$ cat src/rtl/dram_arb_pkg.sv
// ============================================================================
// Module      : dram_arb_pkg
// Description : Shared constants and types for the two-port data-memory
//               arbiter (memory widths, write-control encodings, owner
//               states, requester indices).
// Revision    : 1.0 - initial release
// ============================================================================
`default_nettype none

package dram_arb_pkg;

    // Default memory geometry: 512 KiB byte-wide data memory
    localparam int DEF_ADDR_W = 19;
    localparam int DEF_DATA_W = 8;

    // Memory write-control encodings; 2'b01 and 2'b11 are never produced
    localparam logic [1:0] MEM_WR = 2'b10;
    localparam logic [1:0] MEM_RD = 2'b00;

    // Requester indices
    localparam int REQ_CORE = 0;
    localparam int REQ_LDR  = 1;

    // Bus ownership state
    typedef enum logic [1:0] {
        FREE = 2'b00,
        OWN0 = 2'b01,
        OWN1 = 2'b10
    } owner_t;

endpackage

`default_nettype wire

$ cat src/rtl/dram_arb_pick.sv
// ============================================================================
// Module      : dram_arb_pick
// Description : Combinational 2-way picker producing a one-hot grant.
//               With DRAM_ARB_RR_EN defined the ptr input selects which
//               requester has priority (round robin); otherwise the core
//               (requester 0) always wins and no ptr port exists.
// Revision    : 1.0 - initial release
// ============================================================================
`default_nettype none

module dram_arb_pick
    import dram_arb_pkg::*;
(
    input  logic [1:0] req,
`ifdef DRAM_ARB_RR_EN
    input  logic       ptr,
`endif
    output logic [1:0] gnt
);

    // Pick at most one requester; priority depends on the build
    always_comb begin
        gnt = 2'b00;
`ifdef DRAM_ARB_RR_EN
        if (ptr == 1'b0) begin
            if (req[REQ_CORE])     gnt[REQ_CORE] = 1'b1;
            else if (req[REQ_LDR]) gnt[REQ_LDR]  = 1'b1;
        end else begin
            if (req[REQ_LDR])       gnt[REQ_LDR]  = 1'b1;
            else if (req[REQ_CORE]) gnt[REQ_CORE] = 1'b1;
        end
`else
        if (req[REQ_CORE])     gnt[REQ_CORE] = 1'b1;
        else if (req[REQ_LDR]) gnt[REQ_LDR]  = 1'b1;
`endif
    end

endmodule

`default_nettype wire

$ cat src/rtl/dram_arbiter.sv
// ============================================================================
// Module      : dram_arbiter
// Description : Shares the single byte-wide data-memory port between the
//               processor core (requester 0) and the image loader
//               (requester 1). One command per cycle, registered onto the
//               memory pins one cycle after grant; read data returns two
//               cycles after grant with a one-hot valid strobe. A requester
//               holding lock keeps ownership for multi-byte sequences.
//               Build option: DRAM_ARB_RR_EN selects round-robin arbitration
//               in FREE; undefined gives fixed core priority.
// Revision    : 1.0 - initial release
// ============================================================================
`default_nettype none

module dram_arbiter #(
    parameter int ADDR_W = dram_arb_pkg::DEF_ADDR_W,
    parameter int DATA_W = dram_arb_pkg::DEF_DATA_W
) (
    input  logic              clk,
    input  logic              rst_n,
    input  logic [1:0]        req_i,
    input  logic [1:0]        we_i,
    input  logic [1:0]        lock_i,
    input  logic [ADDR_W-1:0] addr0_i,
    input  logic [ADDR_W-1:0] addr1_i,
    input  logic [DATA_W-1:0] wdata0_i,
    input  logic [DATA_W-1:0] wdata1_i,
    output logic [1:0]        gnt_o,
    output logic [1:0]        rvalid_o,
    output logic [DATA_W-1:0] rdata_o,
    output logic [ADDR_W-1:0] mem_addr_o,
    output logic [DATA_W-1:0] mem_wdata_o,
    output logic [1:0]        mem_write_o,
    input  logic [DATA_W-1:0] mem_rdata_i
);

    import dram_arb_pkg::*;

    owner_t              r_owner;
    owner_t              w_owner_nxt;
    logic [1:0]          w_pick_gnt;
    logic [1:0]          w_gnt;
    logic                w_sel;
    logic                w_sel_we;
    logic [ADDR_W-1:0]   w_sel_addr;
    logic [DATA_W-1:0]   w_sel_wdata;

    logic [ADDR_W-1:0]   r_mem_addr;
    logic [DATA_W-1:0]   r_mem_wdata;
    logic [1:0]          r_mem_write;
    logic                r_tag_vld;
    logic                r_tag_id;
    logic [1:0]          r_rvalid;

`ifdef DRAM_ARB_RR_EN
    logic                r_ptr;

    dram_arb_pick u_pick (
        .req (req_i),
        .ptr (r_ptr),
        .gnt (w_pick_gnt)
    );

    // Round-robin pointer: after a grant from FREE, favour the other side
    always_ff @(posedge clk or negedge rst_n) begin
        if (!rst_n) begin
            r_ptr <= 1'b0;
        end else if ((r_owner == FREE) && (w_gnt != 2'b00)) begin
            r_ptr <= w_gnt[REQ_CORE];
        end
    end
`else
    dram_arb_pick u_pick (
        .req (req_i),
        .gnt (w_pick_gnt)
    );
`endif

    // Owner state register
    always_ff @(posedge clk or negedge rst_n) begin
        if (!rst_n) begin
            r_owner <= FREE;
        end else begin
            r_owner <= w_owner_nxt;
        end
    end

    // Grant and next owner; the cycle that releases a lock is still arbitrated as owned
    always_comb begin
        w_gnt       = 2'b00;
        w_owner_nxt = r_owner;
        case (r_owner)
            FREE: begin
                w_gnt = w_pick_gnt;
                if (w_gnt[REQ_CORE] && lock_i[REQ_CORE]) begin
                    w_owner_nxt = OWN0;
                end else if (w_gnt[REQ_LDR] && lock_i[REQ_LDR]) begin
                    w_owner_nxt = OWN1;
                end
            end
            OWN0: begin
                w_gnt[REQ_CORE] = req_i[REQ_CORE];
                if (!lock_i[REQ_CORE] || !req_i[REQ_CORE]) begin
                    w_owner_nxt = FREE;
                end
            end
            OWN1: begin
                w_gnt[REQ_LDR] = req_i[REQ_LDR];
                if (!lock_i[REQ_LDR] || !req_i[REQ_LDR]) begin
                    w_owner_nxt = FREE;
                end
            end
            default: begin
                w_owner_nxt = FREE;
            end
        endcase
        if (!rst_n) begin
            w_gnt = 2'b00;
        end
    end

    // Mux the winning requester's command fields
    always_comb begin
        w_sel       = w_gnt[REQ_LDR];
        w_sel_we    = w_sel ? we_i[REQ_LDR] : we_i[REQ_CORE];
        w_sel_addr  = w_sel ? addr1_i  : addr0_i;
        w_sel_wdata = w_sel ? wdata1_i : wdata0_i;
    end

    // Command register: load on grant, otherwise idle read with held address/data
    always_ff @(posedge clk or negedge rst_n) begin
        if (!rst_n) begin
            r_mem_addr  <= '0;
            r_mem_wdata <= '0;
            r_mem_write <= MEM_RD;
        end else if (w_gnt != 2'b00) begin
            r_mem_addr  <= w_sel_addr;
            r_mem_wdata <= w_sel_wdata;
            r_mem_write <= w_sel_we ? MEM_WR : MEM_RD;
        end else begin
            r_mem_write <= MEM_RD;
        end
    end

    // Read tag pipeline: stage 1 tracks the command on the pins, stage 2 the returned data
    always_ff @(posedge clk or negedge rst_n) begin
        if (!rst_n) begin
            r_tag_vld <= 1'b0;
            r_tag_id  <= 1'b0;
            r_rvalid  <= 2'b00;
        end else begin
            r_tag_vld <= (w_gnt != 2'b00) && !w_sel_we;
            r_tag_id  <= w_sel;
            r_rvalid  <= r_tag_vld ? (r_tag_id ? 2'b10 : 2'b01) : 2'b00;
        end
    end

    assign gnt_o       = w_gnt;
    assign rvalid_o    = r_rvalid;
    assign rdata_o     = mem_rdata_i;
    assign mem_addr_o  = r_mem_addr;
    assign mem_wdata_o = r_mem_wdata;
    assign mem_write_o = r_mem_write;

endmodule

`default_nettype wire

$ cat config.mk
export PLATFORM = sky130hd
export DESIGN_NAME = dram_arbiter
export DESIGN_NICKNAME = d
export VERILOG_FILES = /design/src/rtl/dram_arb_pkg.sv /design/src/rtl/dram_arb_pick.sv /design/src/rtl/dram_arbiter.sv
export SDC_FILE = /design/constraint.sdc
export NUM_CORES = 1
export LEC_CHECK = 0
export ABC_AREA = 1
export CAP_MARGIN = 20
export CORE_ASPECT_RATIO = 0.5
export CORE_MARGIN = 4
export CORE_UTILIZATION = 35
export DETAILED_ROUTE_END_ITERATION = 8
export PLACE_DENSITY = 0.76
export SETUP_SLACK_MARGIN = 0.5
export SYNTH_ARGS = -nofsm -noshare
export SYNTH_HDL_FRONTEND = slang
export SYNTH_SLANG_ARGS = --single-unit
$ cat constraint.sdc
create_clock -name clk -period 1.1 [get_ports clk]
set_clock_uncertainty 0.05 [all_clocks]
set_input_delay 0.11 -clock clk [delete_from_list [all_inputs] [get_ports clk]]
set_output_delay 0.11 -clock clk [all_outputs]
set_load 0.005 [all_outputs]
==> results of run 1 <==
## per-layer routing
| layer | share of wire (%) | wire, um | vias to the layer above |
|---|---|---|---|
| li1 | - | - | 985 |
| met1 | 41 | 2610 | 981 |
| met2 | 54 | 3430 | 51 |
| met3 | 4.3 | 276 | 6 |
| met4 | 0.75 | 48 | 0 |
| met5 | 0 | 0 | - |
## power by group
group | total (mW) | leakage (nW) | switching (mW) | internal, mW
Clock | 0.965 | 0.0482 | 0.460 | 0.505
Sequential | 1.50 | 0.431 | 0.0891 | 1.41
Combinational | 1.21 | 1.06 | 0.517 | 0.694
Total | 3.68 | 1.54 | 1.07 | 2.61
## cells by family after synthesis
group | share of synthesized area [%]
buffers and inverters | 14.5
DFF | 43.4
other | 0.191
and+or+nand+nor | 42.0
## registers in the layout, indices dropped and copies added (netlist names)
| name | cells |
|---|---|
| mem_addr_o | 19 |
| mem_wdata_o | 8 |
| r_owner | 2 |
| rvalid_o | 2 |
| mem_write_o | 1 |
| r_tag_id | 1 |
| r_tag_vld | 1 |
## worst min-delay path by stage
stage                     start                          to  slack [ns]  cells past startpoint
final                     rst_n  mem_wdata_o[1]$_DFFE_PN0P_       -0.40                      1
after global routing      rst_n  mem_wdata_o[1]$_DFFE_PN0P_       -0.40                      1
after CTS                 rst_n  mem_wdata_o[1]$_DFFE_PN0P_       -0.41                      1
after detailed placement  rst_n  mem_wdata_o[1]$_DFFE_PN0P_       -0.11                      1
after global placement    rst_n  mem_wdata_o[1]$_DFFE_PN0P_       -0.11                      1
after floorplan           rst_n   mem_addr_o[0]$_DFFE_PN0P_       -0.24                      0
## stage by stage
step / cells / area, um2 / power, mW
2_1_floorplan: 210 / 2020 / 1.99
5_1_grt: 394 / 3180 / 3.87
4_1_cts: 385 / 3090 / 3.62
3_3_place_gp: 354 / 2930 / 2.61
6_report: 394 / 3180 / 3.68
3_5_place_dp: 354 / 2930 / 2.64
## worst reg2reg max path, delay by kind of cell, from the launching register on
family / cells / cell delay, ns
buffers and inverters: 3 / 0.39
flip-flops: 1 / 0.39
AND/OR/NAND/NOR: 3 / 0.28
## cell usage in the layout, fill, tap and decap left out, drive strengths merged
| cell type | synthesis | routed |
|---|---|---|
| buf | 33 | 79 |
| clkbuf | 0 | 7 |
| conb | 1 | 1 |
| nand3 | 57 | 57 |
| nor2 | 6 | 6 |
| nand2 | 11 | 11 |
| clkdlybuf4s15 | 0 | 1 |
| inv | 11 | 11 |
| nand4 | 57 | 57 |
| dfrtp | 34 | 34 |
| clkdlybuf4s50 | 0 | 59 |
| clkinv | 0 | 1 |
## timing repair
action,in CTS,in global routing
gates resized for setup,144,3
buffers inserted,23,9
endpoints found under the hold margin,34,34
setup endpoints to repair,66,66
pin swaps,4,0
## final cells by class
cell class | count | area, um2
well taps | 70 | 87.6
fillers | 422 | 1980
inverters | 11 | 41.3
repair buffers | 139 | 1200
clock inverters | 1 | 5.00
flip-flops and latches | 34 | 851
multi-input cells | 132 | 900
clock buffers | 7 | 86.3
==> run summary, run 1 <==
• 5160 um2 — area of the core
• sky130_fd_sc_hd__dfrtp_1 — commonest register cell after synthesis
• 0.07 ns — CTS clock-pin slew for the worst setup and hold paths
• 4 — critical path buffer and inverter count
• 210 — gate count after technology mapping
• r_owner[1]$_DFFE_PN0P_ — R2R Path Start
• -3.41 ns — Setup TNS Final
• primary output — crit path capture type
• sky130_fd_sc_hd__nand4_1, sky130_fd_sc_hd__nand3_1, sky130_fd_sc_hd__dfrtp_1, sky130_fd_sc_hd__nand3_2, sky130_fd_sc_hd__buf_4 — most common library cells after synthesis
• 1160 nW/um2 — power per unit of standard cell area
• 6940 um2 — die footprint
• 34 — post-synthesis register bit count
• 0.584 mV — Worst VDD drop
• 38.0% — effective utilization at floorplan
• hold timing, setup timing — violations in the final reports
• 9.34 um2 — Synth Area per Inst
• inv_2 -> buf_6 -> nand2_4 -> nand3_4 -> inv_2 -> buf_6 — cell-by-cell trace of the critical path
• 1960 um2 — Syn Std Cell Area
• 152 — number of DRC violations after detailed-routing iteration 0
• sky130_fd_sc_hd__dfrtp_1 — slowest cell on the critical path
• 6370 um — Detailed Route WL
• 100% — asr flop ratio synth
• 2023 — total number of vias
• sky130_fd_sc_hd__dfrtp_1 — cell type with the largest total area after synthesis
• 0 — count of final max-slew check failures
• 53 — pin count of the biggest net entering global routing
• 9890 um — first-pass GRT wire length
• -0.13 ns — setup slack, reg-to-reg
• 32 — Final setup viols
• 43.4% — sequential-to-total area share from yosys stat
• 1.11 ns — Worst Path Arrival
• 0.28 ns — clk_lat worst skew
• 114 um — horizontal die dimension
• 0 — total congestion overflow after global routing
• 4290 um — HPWL after detailed placement
• 33.3% — M2 GR Usage
• yes — CTS tree
• 22.5% — met1 track demand over resource
• 2 — Longest Clk Path Bufs
• 0 — number of antenna violations at the first check in global routing
• 0.94 ns — required time reported for the critical path endpoint
• sky130_fd_sc_hd__clkbuf_8 — CTS root buffer
• 0 — Synth warnings
• 61.6% — end-of-flow core utilization
• 1.27 ns — final critical-path required period
• 6 — total stage count of the critical path
• gnt_o[1] — worst setup path endpoint
• 60.9 um — die extent in y
• 280 — Post-Syn Nets
• yes — RSZ-0062 raised after global routing
• 43.4% — proportion of netlist area held by the largest area contributor
• 393 — number of nets at the end of the flow
• 4 — DRT Pass-1 Iters
• 2 — H-tree Lvls
• 34 — hold violation total from the final report
• 38.9% — fraction of final layout cells sized beyond drive strength 1
• 111 — top-level port count
• 0 — number of enable-type register cells in the synthesized netlist
• 0.789 GHz — highest clock rate
• 34 — TritonCTS sink count
• flip-flops — critical path's top delay family
• 93 — count of port buffers added during placement
• 0 — number of antenna diodes
• 61.9% — area grow syn2layout
• sky130_fd_sc_hd__dfrtp_1, sky130_fd_sc_hd__nand4_1, sky130_fd_sc_hd__nand3_2, sky130_fd_sc_hd__nand3_1, sky130_fd_sc_hd__buf_4 — Area contributors post-synth
• -0.451 ns — worst-case setup slack after placement
• complete, but fails checks — status
• 2031 — number of global-route vias before repair
• flip-flop — startpoint type of the worst setup path
• 5 — CTS Buf Count
• met2 — grt peak-use layer
• 0.39 ns — biggest cell delay along the critical path
• 1.54 nW — Leak
• in -> async — type of the most critical hold path
• 115% — share of the cycle needed by the critical path after routing
• r_owner[1]$_DFFE_PN0P_ — Worst setup startpoint
• 0 — number of remaining DRC errors
• 0.753 — GPL Wtd Cong
• 18.2% — all-layer global routing usage
• 5.13 — average via count per standard cell
• 16.2 um — Routed WL per cell
• 6 — r2r worst-path depth
• 15 — number of unique standard cell types used by synthesis
• 3 — Crit Path Max Fanout
• 0 — max capacitance violation total
• mem_addr_o[17]$_DFFE_PN0P_ — endpoint of the lowest-slack register-to-register path
• 3.39% — met3 demand-to-capacity share in global routing
• -0.395 ns — worst hold slack
• -0.168 ns — Final WS setup
• reg -> out — startpoint-to-endpoint class of the critical path
• 18 — cell row count
• 0 — post-route antenna net violation count
• sky130_fd_sc_hd__nand4_1 — most used standard cell by instance count after synthesis
No activity file was read; power rests on OpenSTA's default activity.
==> run 2, diff against run 1 <==
Settings changed: CORE_MARGIN 4 to 1.5.
==> run 2 against run 1 <==
The run still ends with hold timing, setup timing left. Sequential power barely moved. Total power down 4.4%. Sequential share of layout area is 0.75 points higher. Final area fell by 2.7%. Register-to-register slack improved by 0.04 ns. Fmax is 2.0% higher. Wire length shrank 6.1%. Final cell count shrank 0.25%. Setup slack improved by 0.025 ns. Core utilization is 4.8 points lower. Clock power decreased by 11%. Combinational power is 5% lower.
==> run summary, run 2 (synthesis gave the netlist of run 1 again) <==
• complete, but fails checks — status
• hold timing, setup timing — violations in the final reports
• sky130_fd_sc_hd__inv_2 — most frequent cell on the critical path
• 6 — r2r worst-path depth
• 19 — cell row count
• 2 — H-tree Lvls
• inv_2 -> nand2_2 -> nand3_2 -> inv_2 -> buf_6 — cell-by-cell trace of the critical path
• 0.27 ns — clk_lat worst skew
• 5440 um2 — area of the core
• primary output — crit path capture type
• 0.07 ns — CTS clock-pin slew for the worst setup and hold paths
• 0 — number of remaining DRC errors
• 24.5% — fraction of power consumed by the clock network
• 3090 um2 — Layout Cell Area excl Fill
• r_owner[0]$_DFFE_PN0P_ — R2R Path Start
• flip-flops — critical path's top delay family
• 6090 um2 — die footprint
• 32.7% — combinational group share of total power
• 55.9 um — die extent in y
• -0.09 ns — setup slack, reg-to-reg
• yes — RSZ-0062 raised after global routing
• -0.199 ns — worst hold slack
• r_tag_vld$_DFF_PN0_ — endpoint of the lowest-slack register-to-register path
• 22 — hold violation total from the final report
• r_owner[1]$_DFFE_PN0P_ — Worst setup startpoint
• sky130_fd_sc_hd__clkdlybuf4s50_1 — most frequent standard cell in the layout excluding fill and tap cells
• 2900 um2 — post-detailed-placement cell area
• sky130_fd_sc_hd__clkdlybuf4s50_1, sky130_fd_sc_hd__nand4_1, sky130_fd_sc_hd__buf_4 — commonest cells after routing, fill and taps aside
• 31 — Final setup viols
• 851 um2 — storage element area
• 903 um2 — combined area of the multi-input logic cells
• yes — CTS tree
• 0 — number of antenna diodes
• 34 — TritonCTS sink count
• 15.2 um — Routed WL per cell
• 111 — top-level port count
• 0.94 ns — required time reported for the critical path endpoint
• 120 — number of DRC violations after detailed-routing iteration 0
• -0.500 ns — worst-case setup slack after placement
• 393 — final std cells w/o fill
• 5 — total stage count of the critical path
• 36.0% — effective utilization at floorplan
• 3.52 mW — total power consumption of the routed design
• 390 — number of nets at the end of the flow
• 3 — Crit Path Max Fanout
• 453 — number of filler instances in the final layout
• 0.805 GHz — highest clock rate
• 1140 nW/um2 — power per unit of standard cell area
• 4070 um — HPWL after detailed placement
• 0.39 ns — biggest cell delay along the critical path
• -0.143 ns — Final WS setup
• 42.7% — Flop pwr share
• 2083 — total number of vias
• 5980 um — Detailed Route WL
• 0 — post-route antenna net violation count
• 1.03 mW — net switching component of the power
• 9500 um — first-pass GRT wire length
• 109 um — horizontal die dimension
• 1.08 ns — Worst Path Arrival
• 93 — count of port buffers added during placement
• 0 — number of antenna violations at the first check in global routing
• 2 — Longest Clk Path Bufs
• 57.5% — area grow syn2layout
• in -> async — type of the most critical hold path
• 2.49 mW — design internal power
• 0 — count of final max-slew check failures
• 1.49 nW — Leak
• 37.5% — fraction of final layout cells sized beyond drive strength 1
• 5 — CTS Buf Count
• 29.3% — switching part of the total power
• 40 — pin count of the biggest net entering global routing
• 3 — critical path buffer and inverter count
• 0 — total congestion overflow after global routing
• 20.0% — all-layer global routing usage
• 19 — flip-flop count of the largest register after layout
• 5.30 — average via count per standard cell
• 2021 — number of global-route vias before repair
• reg -> out — startpoint-to-endpoint class of the critical path
• sky130_fd_sc_hd__dfrtp_1 — slowest cell on the critical path
• 4 — DRT Pass-1 Iters
• 0.840 — GPL Wtd Cong
• 113% — share of the cycle needed by the critical path after routing
• flip-flop — startpoint type of the worst setup path
• sky130_fd_sc_hd__clkbuf_8 — CTS root buffer
• 0 — max capacitance violation total
• 360 — Cell Count Post-Placement
• 0.507 mV — Worst VDD drop
• 1.24 ns — final critical-path required period
==> run 2: power groups by stage <==
stage / Sequential, mW / Clock (mW) / Combinational, mW
floorplan: 1.55 / 0 / 0.440
global placement: 1.55 / 0 / 1.05
detailed placement: 1.55 / 0 / 1.06
CTS: 1.50 / 0.870 / 1.10
global route: 1.52 / 0.930 / 1.24
finish: 1.50 / 0.863 / 1.15
==> run 2: per-stage QoR <==
step | TNS [ns] | utilization (%) | hold slack (ns)
6_report | -1.82 | 56.7 | -0.199
5_1_grt | -4.11 | 56.7 | -0.192
4_1_cts | -4.02 | 55.4 | -0.198
3_5_place_dp | -14.84 | 53.3 | 0.0751
3_3_place_gp | -14.11 | 53.3 | 0.0751
2_1_floorplan | 0 | - | -0.236
==> run 2: routing by layer <==
layer | track usage (%) | wire length (um)
met1 | 26.0 | 2490
met2 | 33.2 | 3030
met3 | 3.28 | 295
met4 | 7.89 | 170
met5 | 0 | 0
==> run 2: worst max-delay path by stage <==
stage / to / slack, ns
detailed placement: r_tag_vld$_DFF_PN0_ / -0.50
CTS: r_tag_vld$_DFF_PN0_ / -0.17
global route: gnt_o[1] / -0.19
floorplan: mem_addr_o[10]$_DFFE_PN0P_ / 0.02
global placement: r_tag_vld$_DFF_PN0_ / -0.46
finish: gnt_o[1] / -0.14
==> run 2: cell type report <==
class | count | share of cell area (%)
inverter | 11 | 1.34
tap | 73 | 2.96
timing repair buffer | 135 | 36.4
clock buffer | 5 | 2.23
clock inverter | 2 | 0.324
multi-input combinational | 133 | 29.2
sequential | 34 | 27.5
==> run 2: repair_timing <==
| action | 4_1_cts | 5_1_grt |
|---|---|---|
| endpoints found under the hold margin | 22 | 22 |
| endpoints found under the setup margin | 66 | 66 |
| gates resized for setup | 133 | 9 |
| pin swaps | 3 | 2 |
| gates cloned | 1 | 0 |
| setup buffers | 20 | 5 |
